`src/rtl/hb_pkg.sv`:
```
// Shared definitions for the heartbeat monitor: verdict encoding and default limits.
package hb_pkg;

  typedef enum logic [1:0] {
    StUnknown = 2'b00,
    StAlive   = 2'b01,
    StDead    = 2'b10
  } hb_state_e;

  localparam int unsigned DEF_CNT_W      = 24;
  localparam int unsigned DEF_MIN_PERIOD = 90000;
  localparam int unsigned DEF_MAX_PERIOD = 110000;
  localparam int unsigned DEF_GOOD_N     = 4;
  localparam int unsigned DEF_BAD_N      = 2;

endpackage

```
`src/rtl/heartbeat_monitor_if.sv`:
```
// Heartbeat pin, re-qualify request and verdict outputs of one monitor instance.
interface heartbeat_monitor_if
  import hb_pkg::*;
#(
  parameter int unsigned CNT_W = DEF_CNT_W
);

  logic             pwm;
  logic             clear;
  logic             edge_pulse;
  logic [CNT_W-1:0] period;
  logic             alive;
  logic             fault;
  hb_state_e        state;

  modport master (
    output pwm,
    output clear,
    input  edge_pulse,
    input  period,
    input  alive,
    input  fault,
    input  state
  );

  modport slave (
    input  pwm,
    input  clear,
    output edge_pulse,
    output period,
    output alive,
    output fault,
    output state
  );

endinterface

```
`src/rtl/pwm_sync_edge.sv`:
```
// Two-flop synchroniser with a history flop and a registered rising-edge pulse.
module pwm_sync_edge (
  input  logic clk,
  input  logic rst_n,
  input  logic pin,
  output logic edge_pulse
);

  logic s1, s2, s3;

  // Synchronise the pin and flag one cycle per rising edge
  always_ff @(posedge clk) begin
    if (!rst_n) begin
      s1         <= 1'b0;
      s2         <= 1'b0;
      s3         <= 1'b0;
      edge_pulse <= 1'b0;
    end else begin
      s1         <= pin;
      s2         <= s1;
      s3         <= s2;
      edge_pulse <= s2 & ~s3;
    end
  end

endmodule

```
`src/rtl/heartbeat_monitor.sv`:
```
// Measures heartbeat rising-edge spacing and debounces an alive/fault verdict.
module heartbeat_monitor
  import hb_pkg::*;
#(
  parameter int unsigned CNT_W      = DEF_CNT_W,
  parameter int unsigned MIN_PERIOD = DEF_MIN_PERIOD,
  parameter int unsigned MAX_PERIOD = DEF_MAX_PERIOD,
  parameter int unsigned GOOD_N     = DEF_GOOD_N,
  parameter int unsigned BAD_N      = DEF_BAD_N
) (
  input logic               clk,
  input logic               rst_n,
  heartbeat_monitor_if.slave bus
);

  localparam int unsigned GOOD_W = $clog2(GOOD_N + 1);
  localparam int unsigned BAD_W  = $clog2(BAD_N + 1);

  logic              edge_pulse;
  logic [CNT_W-1:0]  cnt_q, cnt_d;
  logic [CNT_W-1:0]  period_q, period_d;
  logic              armed_q, armed_d;
  logic [GOOD_W-1:0] good_q, good_d;
  logic [BAD_W-1:0]  bad_q, bad_d;
  hb_state_e         state_q, state_d;
  logic              good_ev, bad_ev;

  pwm_sync_edge u_sync (
    .clk        (clk),
    .rst_n      (rst_n),
    .pin        (bus.pwm),
    .edge_pulse (edge_pulse)
  );

  // State register for counter, classifier, streaks and verdict
  always_ff @(posedge clk) begin
    if (!rst_n) begin
      cnt_q    <= '0;
      period_q <= '0;
      armed_q  <= 1'b0;
      good_q   <= '0;
      bad_q    <= '0;
      state_q  <= StUnknown;
    end else begin
      cnt_q    <= cnt_d;
      period_q <= period_d;
      armed_q  <= armed_d;
      good_q   <= good_d;
      bad_q    <= bad_d;
      state_q  <= state_d;
    end
  end

  // Period measurement, event classification, streak update and verdict FSM
  always_comb begin
    cnt_d    = cnt_q;
    period_d = period_q;
    armed_d  = armed_q;
    good_d   = good_q;
    bad_d    = bad_q;
    state_d  = state_q;
    good_ev  = 1'b0;
    bad_ev   = 1'b0;

    if (edge_pulse) begin
      cnt_d   = CNT_W'(1);
      armed_d = 1'b1;
      // The first edge after arming is lost only establishes a reference point
      if (armed_q) begin
        period_d = cnt_q;
        if (cnt_q >= CNT_W'(MIN_PERIOD)) good_ev = 1'b1;
        else                             bad_ev  = 1'b1;
      end
    end else if (cnt_q == CNT_W'(MAX_PERIOD)) begin
      if (armed_q) begin
        bad_ev  = 1'b1;
        armed_d = 1'b0;
        cnt_d   = CNT_W'(1);
      end else if (state_q != StDead) begin
        // Keep firing while unarmed so a dead CPU always ends up in DEAD
        bad_ev = 1'b1;
        cnt_d  = CNT_W'(1);
      end
    end else begin
      cnt_d = cnt_q + 1'b1;
    end

    if (good_ev) begin
      bad_d = '0;
      if (good_q != GOOD_W'(GOOD_N)) good_d = good_q + 1'b1;
    end
    if (bad_ev) begin
      good_d = '0;
      if (bad_q != BAD_W'(BAD_N)) bad_d = bad_q + 1'b1;
    end

    unique case (state_q)
      StUnknown: begin
        if (good_d == GOOD_W'(GOOD_N))    state_d = StAlive;
        else if (bad_d == BAD_W'(BAD_N))  state_d = StDead;
      end
      StAlive: if (bad_d == BAD_W'(BAD_N))    state_d = StDead;
      StDead:  if (good_d == GOOD_W'(GOOD_N)) state_d = StAlive;
      default: state_d = StUnknown;
    endcase

    if (state_d != state_q) begin
      good_d = '0;
      bad_d  = '0;
    end

    if (bus.clear) begin
      state_d  = StUnknown;
      armed_d  = 1'b0;
      cnt_d    = '0;
      good_d   = '0;
      bad_d    = '0;
      period_d = '0;
    end
  end

  assign bus.edge_pulse = edge_pulse;
  assign bus.period     = period_q;
  assign bus.state      = state_q;
  assign bus.alive      = (state_q == StAlive);
  assign bus.fault      = (state_q == StDead);

endmodule

```
`src/flat_wrapper.sv`:
```
// flat-port wrapper written by rule: the top's interface ports become plain ports
module heartbeat_monitor_flat import hb_pkg::*;
#(
  parameter int unsigned CNT_W      = DEF_CNT_W,
  parameter int unsigned MIN_PERIOD = DEF_MIN_PERIOD,
  parameter int unsigned MAX_PERIOD = DEF_MAX_PERIOD,
  parameter int unsigned GOOD_N     = DEF_GOOD_N,
  parameter int unsigned BAD_N      = DEF_BAD_N
)
  (clk, rst_n, bus_pwm, bus_clear, bus_edge_pulse, bus_period, bus_alive, bus_fault, bus_state);
  heartbeat_monitor_if #(.CNT_W(CNT_W)) bus_i ();
  input logic clk;
  input logic rst_n;
  input wire logic [$bits(bus_i.pwm)-1:0] bus_pwm;
  input wire logic [$bits(bus_i.clear)-1:0] bus_clear;
  output wire logic [$bits(bus_i.edge_pulse)-1:0] bus_edge_pulse;
  output wire logic [$bits(bus_i.period)-1:0] bus_period;
  output wire logic [$bits(bus_i.alive)-1:0] bus_alive;
  output wire logic [$bits(bus_i.fault)-1:0] bus_fault;
  output wire logic [$bits(bus_i.state)-1:0] bus_state;
  assign bus_i.pwm = bus_pwm;
  assign bus_i.clear = bus_clear;
  assign bus_edge_pulse = bus_i.edge_pulse;
  assign bus_period = bus_i.period;
  assign bus_alive = bus_i.alive;
  assign bus_fault = bus_i.fault;
  assign bus_state = bus_i.state;
  heartbeat_monitor #(.CNT_W(CNT_W), .MIN_PERIOD(MIN_PERIOD), .MAX_PERIOD(MAX_PERIOD), .GOOD_N(GOOD_N), .BAD_N(BAD_N)) u_core (.clk(clk), .rst_n(rst_n), .bus(bus_i));
endmodule
```
`config.mk`:
```
export PLATFORM = sky130hd
export DESIGN_NAME = heartbeat_monitor_flat
export DESIGN_NICKNAME = d
export VERILOG_FILES = /design/src/rtl/hb_pkg.sv /design/src/rtl/heartbeat_monitor_if.sv /design/src/rtl/pwm_sync_edge.sv /design/src/rtl/heartbeat_monitor.sv /design/src/flat_wrapper.sv
export SDC_FILE = /design/constraint.sdc
export NUM_CORES = 1
export LEC_CHECK = 0
export ABC_CLOCK_PERIOD_IN_PS = 5000
export CAP_MARGIN = 20
export CORE_UTILIZATION = 40
export DETAILED_ROUTE_END_ITERATION = 12
export PLACE_DENSITY = 0.71
export SYNTH_ARGS = -nofsm -noshare
export SYNTH_HDL_FRONTEND = slang
export SYNTH_SLANG_ARGS = --single-unit
```
`constraint.sdc`:
```
create_clock -name clk -period 5 [get_ports clk]
set_input_delay 1 -clock clk [delete_from_list [all_inputs] [get_ports clk]]
set_output_delay 1 -clock clk [all_outputs]
set_load 0.03 [all_outputs]
```
==> metrics.cfg, run 1 <==
[die]
die_h_um = 84.5
initial_core_util_pct = 42.1
rows = 29
core_mm2 = 0.00646
dieArea_mm2 = 0.00714
top_level_ports = 33
die_w_um = 84.5

[grt]
overflow = 0
antenna_found_initial = 0
grt_pass1_wl_mm = 10.1
grt_max_degree = 31
grt_pass1_vias = 2181
track_usage_pct = 17.8

[place]
place_inst = 429
dp_slack_ns = 2.07
dpl_cell_area_mm2 = 0.00309
dpl.hpwl_mm = 4.09
io_buffers = 32
place.gp.congestion = 0.842

[final_layout]
multi_input_area_mm2 = 0.00142
drive_gt1_share_pct = 7.88
fin_util_pct = 50.8
antennaDiodeCount = 0
fin_cells = 445
nets = 371
seq_area_mm2 = 0.00120
area_growth_syn_to_layout_pct = 20.6
final_area_mm2 = 0.00328
nFillCells = 643

[clocking]
cts_made_buffers = 9
ctsResizeCount = 0
cts.sinks = 60
cts.clk_slew.worst_paths_ns = 0.07
postCtsSetupBuffers = 0
clock_latency_ns = 0.34
root_buffer = clkbuf_8
cts_max_path_buffers = 2
cts_tree = built
htreeDepth = 3
cts_hold_buffers = 0

[synth]
yosysSeqAreaShare_pct = 44.1
yosysUniqueCellTypes = 49
synthArstFlopShare_pct = 0
synth-edff-count = 0
syn_area_mm2 = 0.00272
syn-instance-count = 333
synthFlopType = dfxtp_1
syn-num-nets = 341
ys_ff_latch = 60
yosysWarnings = 0
syn-mean-instance-area_um2 = 8.17

[power_and_ir_drop]
p_leak_nw = 1.10
ir_drop_mv = 0.223
power_mw = 0.918
power.density_mw_per_mm2 = 280

[route]
ant_nets = 0
dr.pass1.iters = 8
routed_wl_mm = 5.78
drcViolationCount = 2
drt_iter0_drc = 161
wl_per_cell_um = 13.0
viasPerCell = 5.42
dr_total_vias = 2410

[sta]
fin_skew_ns = 0.00794
min_period_over_period_pct = 53.1
period_needed_ns = 2.66
clock.fmax_ghz = 0.376
maxSlewViolCount = 0
setup_viol = 0
hold_violations = 0
worst_slew_pin_slew_ns = 0.968
fin_setup_tns_ns = 0
setup_ws_ns = 2.34
hold_slack_ns = 0.386
relSlewSlack_pct = 35.3
rsz0062_at_grt = no

[setup_path]
path_delay_family = buffers and inverters
slowest_delay_ns = 0.66
worst-path-max-fanout = 7
crit_path_start_kind = flop
crit_type = reg2out
crit_buf_inv = 2
arrival_ns = 1.66
worstSetupEndpointType = output port
slowest_stage = clkdlybuf4s50_1
cp.required_ns = 4.00
critical_path.cell_chain = nand2b_1 > inv_1 > clkdlybuf4s50_1

[min_path]
worstHoldPathType = reg2reg

[run_status]
status = complete, but fails checks
violations = design-rule violations

[run]
drv_cap = 0

[report_power, final]
part / internal (mW) / switching (mW)
clock: 0.230 / 0.188
combinational: 0.00678 / 0.0118
sequential: 0.480 / 0.00233
total: 0.717 / 0.202
[layer usage]
layer | vias to the layer above | track usage, % | wire length [um]
met1 | 1130 | 21.9 | 2660
met3 | 7 | 6.10 | 301
met5 | - | 0 | 0
met2 | 52 | 29.4 | 2770
li1 | 1221 | - | -
met4 | 0 | 5.24 | 59
[layout by cell type (no fill, tap or decap), types with 3 or more instances in the layout]
cell type        count
dfxtp_1             60
nor3_1               6
nand2_1             63
o21a_1               3
or3_1                6
and2_1               4
clkbuf_8             9
nand2b_1             5
and4_1               3
a21oi_1             42
inv_1                8
nand3_1             20
o21ai_0              6
o211ai_1             3
nand4_1              3
clkdlybuf4s50_1     32
nor2_1              23
nor2b_1              4
or2_2                4
xor2_1               9
mux2i_1              4
ha_1                 4
and3_1               6
[final cells by class]
type	count	area share, %
clock buffers	10	3.89
clock inverters	6	1.98
inverters	9	1.03
multi-input cells	249	43.3
flip-flops and latches	60	36.6
well taps	77	2.94
repair buffers	34	10.2
[state kept, by name, indices dropped and copies added (netlist names)]
register,count
u_core.u_sync.s3,1
u_core.bus.state,2
u_core.u_sync.s2,1
u_core.u_sync.s1,1
u_core.bad_q,2
u_core.bus.period,24
u_core.armed_q,1
u_core.cnt_q,24
u_core.good_q,3
u_core.u_sync.edge_pulse,1
[synth_stat cells, types with 5 or more instances]
cell type	instances	area [um2]
nand2_1	63	236
dfxtp_1	60	1200
a21oi_1	42	210
nor2_1	23	86.3
nand3_1	20	100
clkbuf_1	13	48.8
xor2_1	9	78.8
inv_1	8	30.0
and3_1	6	37.5
nor3_1	6	30.0
o21ai_0	6	30.0
or3_1	6	37.5
nand2b_1	5	31.3
[logic make-up (layout without fill, tap and decap cells)]
family                     after synthesis  in the layout  synth area share [%]
buffers and inverters                   24             59                  3.63
DFF                                     60             60                  44.1
adders and majority gates                4              4                  1.84
and+or+nand+nor                        160            160                  29.7
xor gates and xnor gates                11             11                  3.54
muxes                                    6              6                  2.44
AOI/OAI and AO/OA                       68             68                  14.8
[path summary, 6_finish.rpt]
check,slack (ns),endpoint,startpoint,cells after the start
worst max register to register,2.40,u_core.bad_q[0],u_core.cnt_q[0],7
worst max-delay path,2.34,bus_fault,u_core.bus.state[1],3
worst min-delay path,0.39,u_core.u_sync.edge_pulse,u_core.u_sync.s3,1
worst min register to register,0.39,u_core.u_sync.edge_pulse,u_core.u_sync.s3,1
Note: power is estimated with default switching activity, not from simulation.
==> inputs of run 2 (changes only) <==
ABC_CLOCK_PERIOD_IN_PS = 2550   (was 5000)
clock period = 2.55 ns   (was 5 ns; I/O delays follow)
==> metrics.cfg, run 2 (synthesized netlist as in run 1, its figures left out) <==
[clocking]
clock_latency_ns = 0.34  ; about the same
cts_max_path_buffers = 2  ; unchanged
cts_tree = built
root_buffer = clkbuf_8
htreeDepth = 3  ; unchanged
cts_made_buffers = 9  ; unchanged
cts.clk_slew.worst_paths_ns = 0.06  ; about the same
cts.sinks = 60  ; unchanged

[grt]
antenna_found_initial = 0  ; unchanged
track_usage_pct = 18.4  ; +0.66 points
grt_pass1_vias = 2232  ; +2.3%
overflow = 0  ; unchanged
grt_pass1_wl_mm = 10.2  ; +1.2%
grt_max_degree = 27  ; -13%

[setup_path]
path_delay_family = simple AND/OR/NAND/NOR gates
critical_path.cell_chain = inv_1 > ha_1 > nor4bb_1 > nand4_1 > or3_4 > mux2i_1 > a2111oi_1
crit_path_start_kind = flop
startpoint = u_core.cnt_q[0]
crit_cells = 7  ; +4
slowest_stage = or3_4
r2r_end = u_core.bad_q[0]
timing.rr.start = u_core.cnt_q[0]
crit_end = u_core.bad_q[0]
cp.required_ns = 2.77  ; -1.23 ns
arrival_ns = 2.52  ; +0.86 ns
crit_buf_inv = 1  ; -1
worst-path-max-fanout = 12  ; +5
ff2ff_setup_slack_ns = 0.25  ; -2.15 ns
slowest_delay_ns = 0.54  ; -0.12 ns
reg2reg_depth = 7  ; unchanged
worstSetupEndpointType = flop
crit_type = reg2reg

[place]
place.gp.congestion = 0.962  ; +14%
dp_slack_ns = 0.119  ; -1.95 ns
dpl.hpwl_mm = 4.33  ; +5.7%
io_buffers = 32  ; unchanged

[sta]
fin_skew_ns = 0.00592  ; -0.00201 ns
relSlewSlack_pct = 64.6  ; +29 points
fin_setup_tns_ns = 0  ; unchanged
clock.fmax_ghz = 0.435
worst_slew_pin_slew_ns = 0.529  ; -0.439 ns
rsz0062_at_grt = no
setup_viol = 0  ; unchanged
hold_violations = 0  ; unchanged
min_period_over_period_pct = 90.1
setup_ws_ns = 0.252  ; -2.09 ns
maxSlewViolCount = 0  ; unchanged
period_needed_ns = 2.30

[die]
die_w_um = 84.5  ; unchanged
die_h_um = 84.5  ; unchanged
core_mm2 = 0.00646  ; unchanged
top_level_ports = 33  ; unchanged
rows = 29  ; unchanged
dieArea_mm2 = 0.00714  ; unchanged
initial_core_util_pct = 42.1  ; unchanged

[min_path]
min_from = u_core.u_sync.s3
worstHoldPathType = reg2reg

[power_and_ir_drop]
power.density_mw_per_mm2 = 555  ; +98%
p_leak_nw = 1.15  ; +4.3%
ir_drop_mv = 0.411  ; +84%
power_mw = 1.86  ; +100%

[final_layout]
fin_util_pct = 52.0  ; +1.2 points
antennaDiodeCount = 0  ; unchanged
layout_commonest_cell = nand2_1
area_growth_syn_to_layout_pct = 23.4
layout_common_cells = nand2_1 (63), dfxtp_1 (60), a21oi_1 (42)
nets = 379  ; +2.2%
drive_gt1_share_pct = 9.87  ; +2.0 points

[route]
routed_wl_mm = 6.07  ; +5.0%
wl_per_cell_um = 13.4  ; +3.4%
dr.pass1.iters = 8  ; unchanged
ant_nets = 0  ; unchanged
drcViolationCount = 6  ; +4
dr_total_vias = 2380  ; -1.2%
viasPerCell = 5.27  ; -2.8%
drt_iter0_drc = 152  ; -5.6%

[run_status]
status = complete, but fails checks
violations = design-rule violations

[run]
drv_cap = 0  ; unchanged

==> run 2: what timing repair did <==
item                                    CTS  global route
hold buffers                              0             0
endpoints found under the setup margin    0             5
buffers inserted                          0             0
gates resized for setup                   0             2
==> run 2: stage by stage <==
stage	hold slack (ns)	cell area (um2)	instances
global route	0.401	3360	452
finish	0.387	3360	452
detailed placement	0.381	3150	437
global placement	0.370	3150	437
CTS	0.389	3350	452
floorplan	0.367	2720	333
==> run 2: power breakdown <==
part	switching [mW]	internal, mW
combinational	0.0246	0.0157
clock	0.350	0.527
sequential	0.00427	0.942
==> run 2: per-layer routing <==
layer	wire length [um]	global-route usage, %	share of wire (%)	vias to the layer above
met3	281	7.18	4.6	9
met2	2880	31.4	47	51
li1	-	-	-	1231
met5	0	0	0	-
met4	111	6.78	1.8	0
met1	2790	20.9	46	1089
==> run 2: worst min-delay path by stage <==
| stage | endpoint | depth (start not counted) |
|---|---|---|
| after floorplan | u_core.u_sync.edge_pulse | 1 |
| after global placement | u_core.u_sync.edge_pulse | 1 |
| after detailed placement | u_core.u_sync.edge_pulse | 1 |
| after CTS | u_core.u_sync.edge_pulse | 1 |
| after global routing | u_core.u_sync.edge_pulse | 1 |
| final | u_core.u_sync.edge_pulse | 1 |
==> run 2: worst register-to-register path: stages (launching register included) <==
cell       delay (ns)
dfxtp_1          0.34
inv_1            0.10
ha_1             0.14
nor4bb_1         0.26
nand4_1          0.27
or3_4            0.54
mux2i_1          0.15
a2111oi_1        0.39
==> run 2: area by class of cell <==
cell class	instances	area (um2)
fillers	628	3100
multi-input cells	249	1430
flip-flops and latches	60	1200
repair buffers	42	395
clock buffers	14	173
well taps	77	96.3
inverters	9	33.8
clock inverters	1	30.0
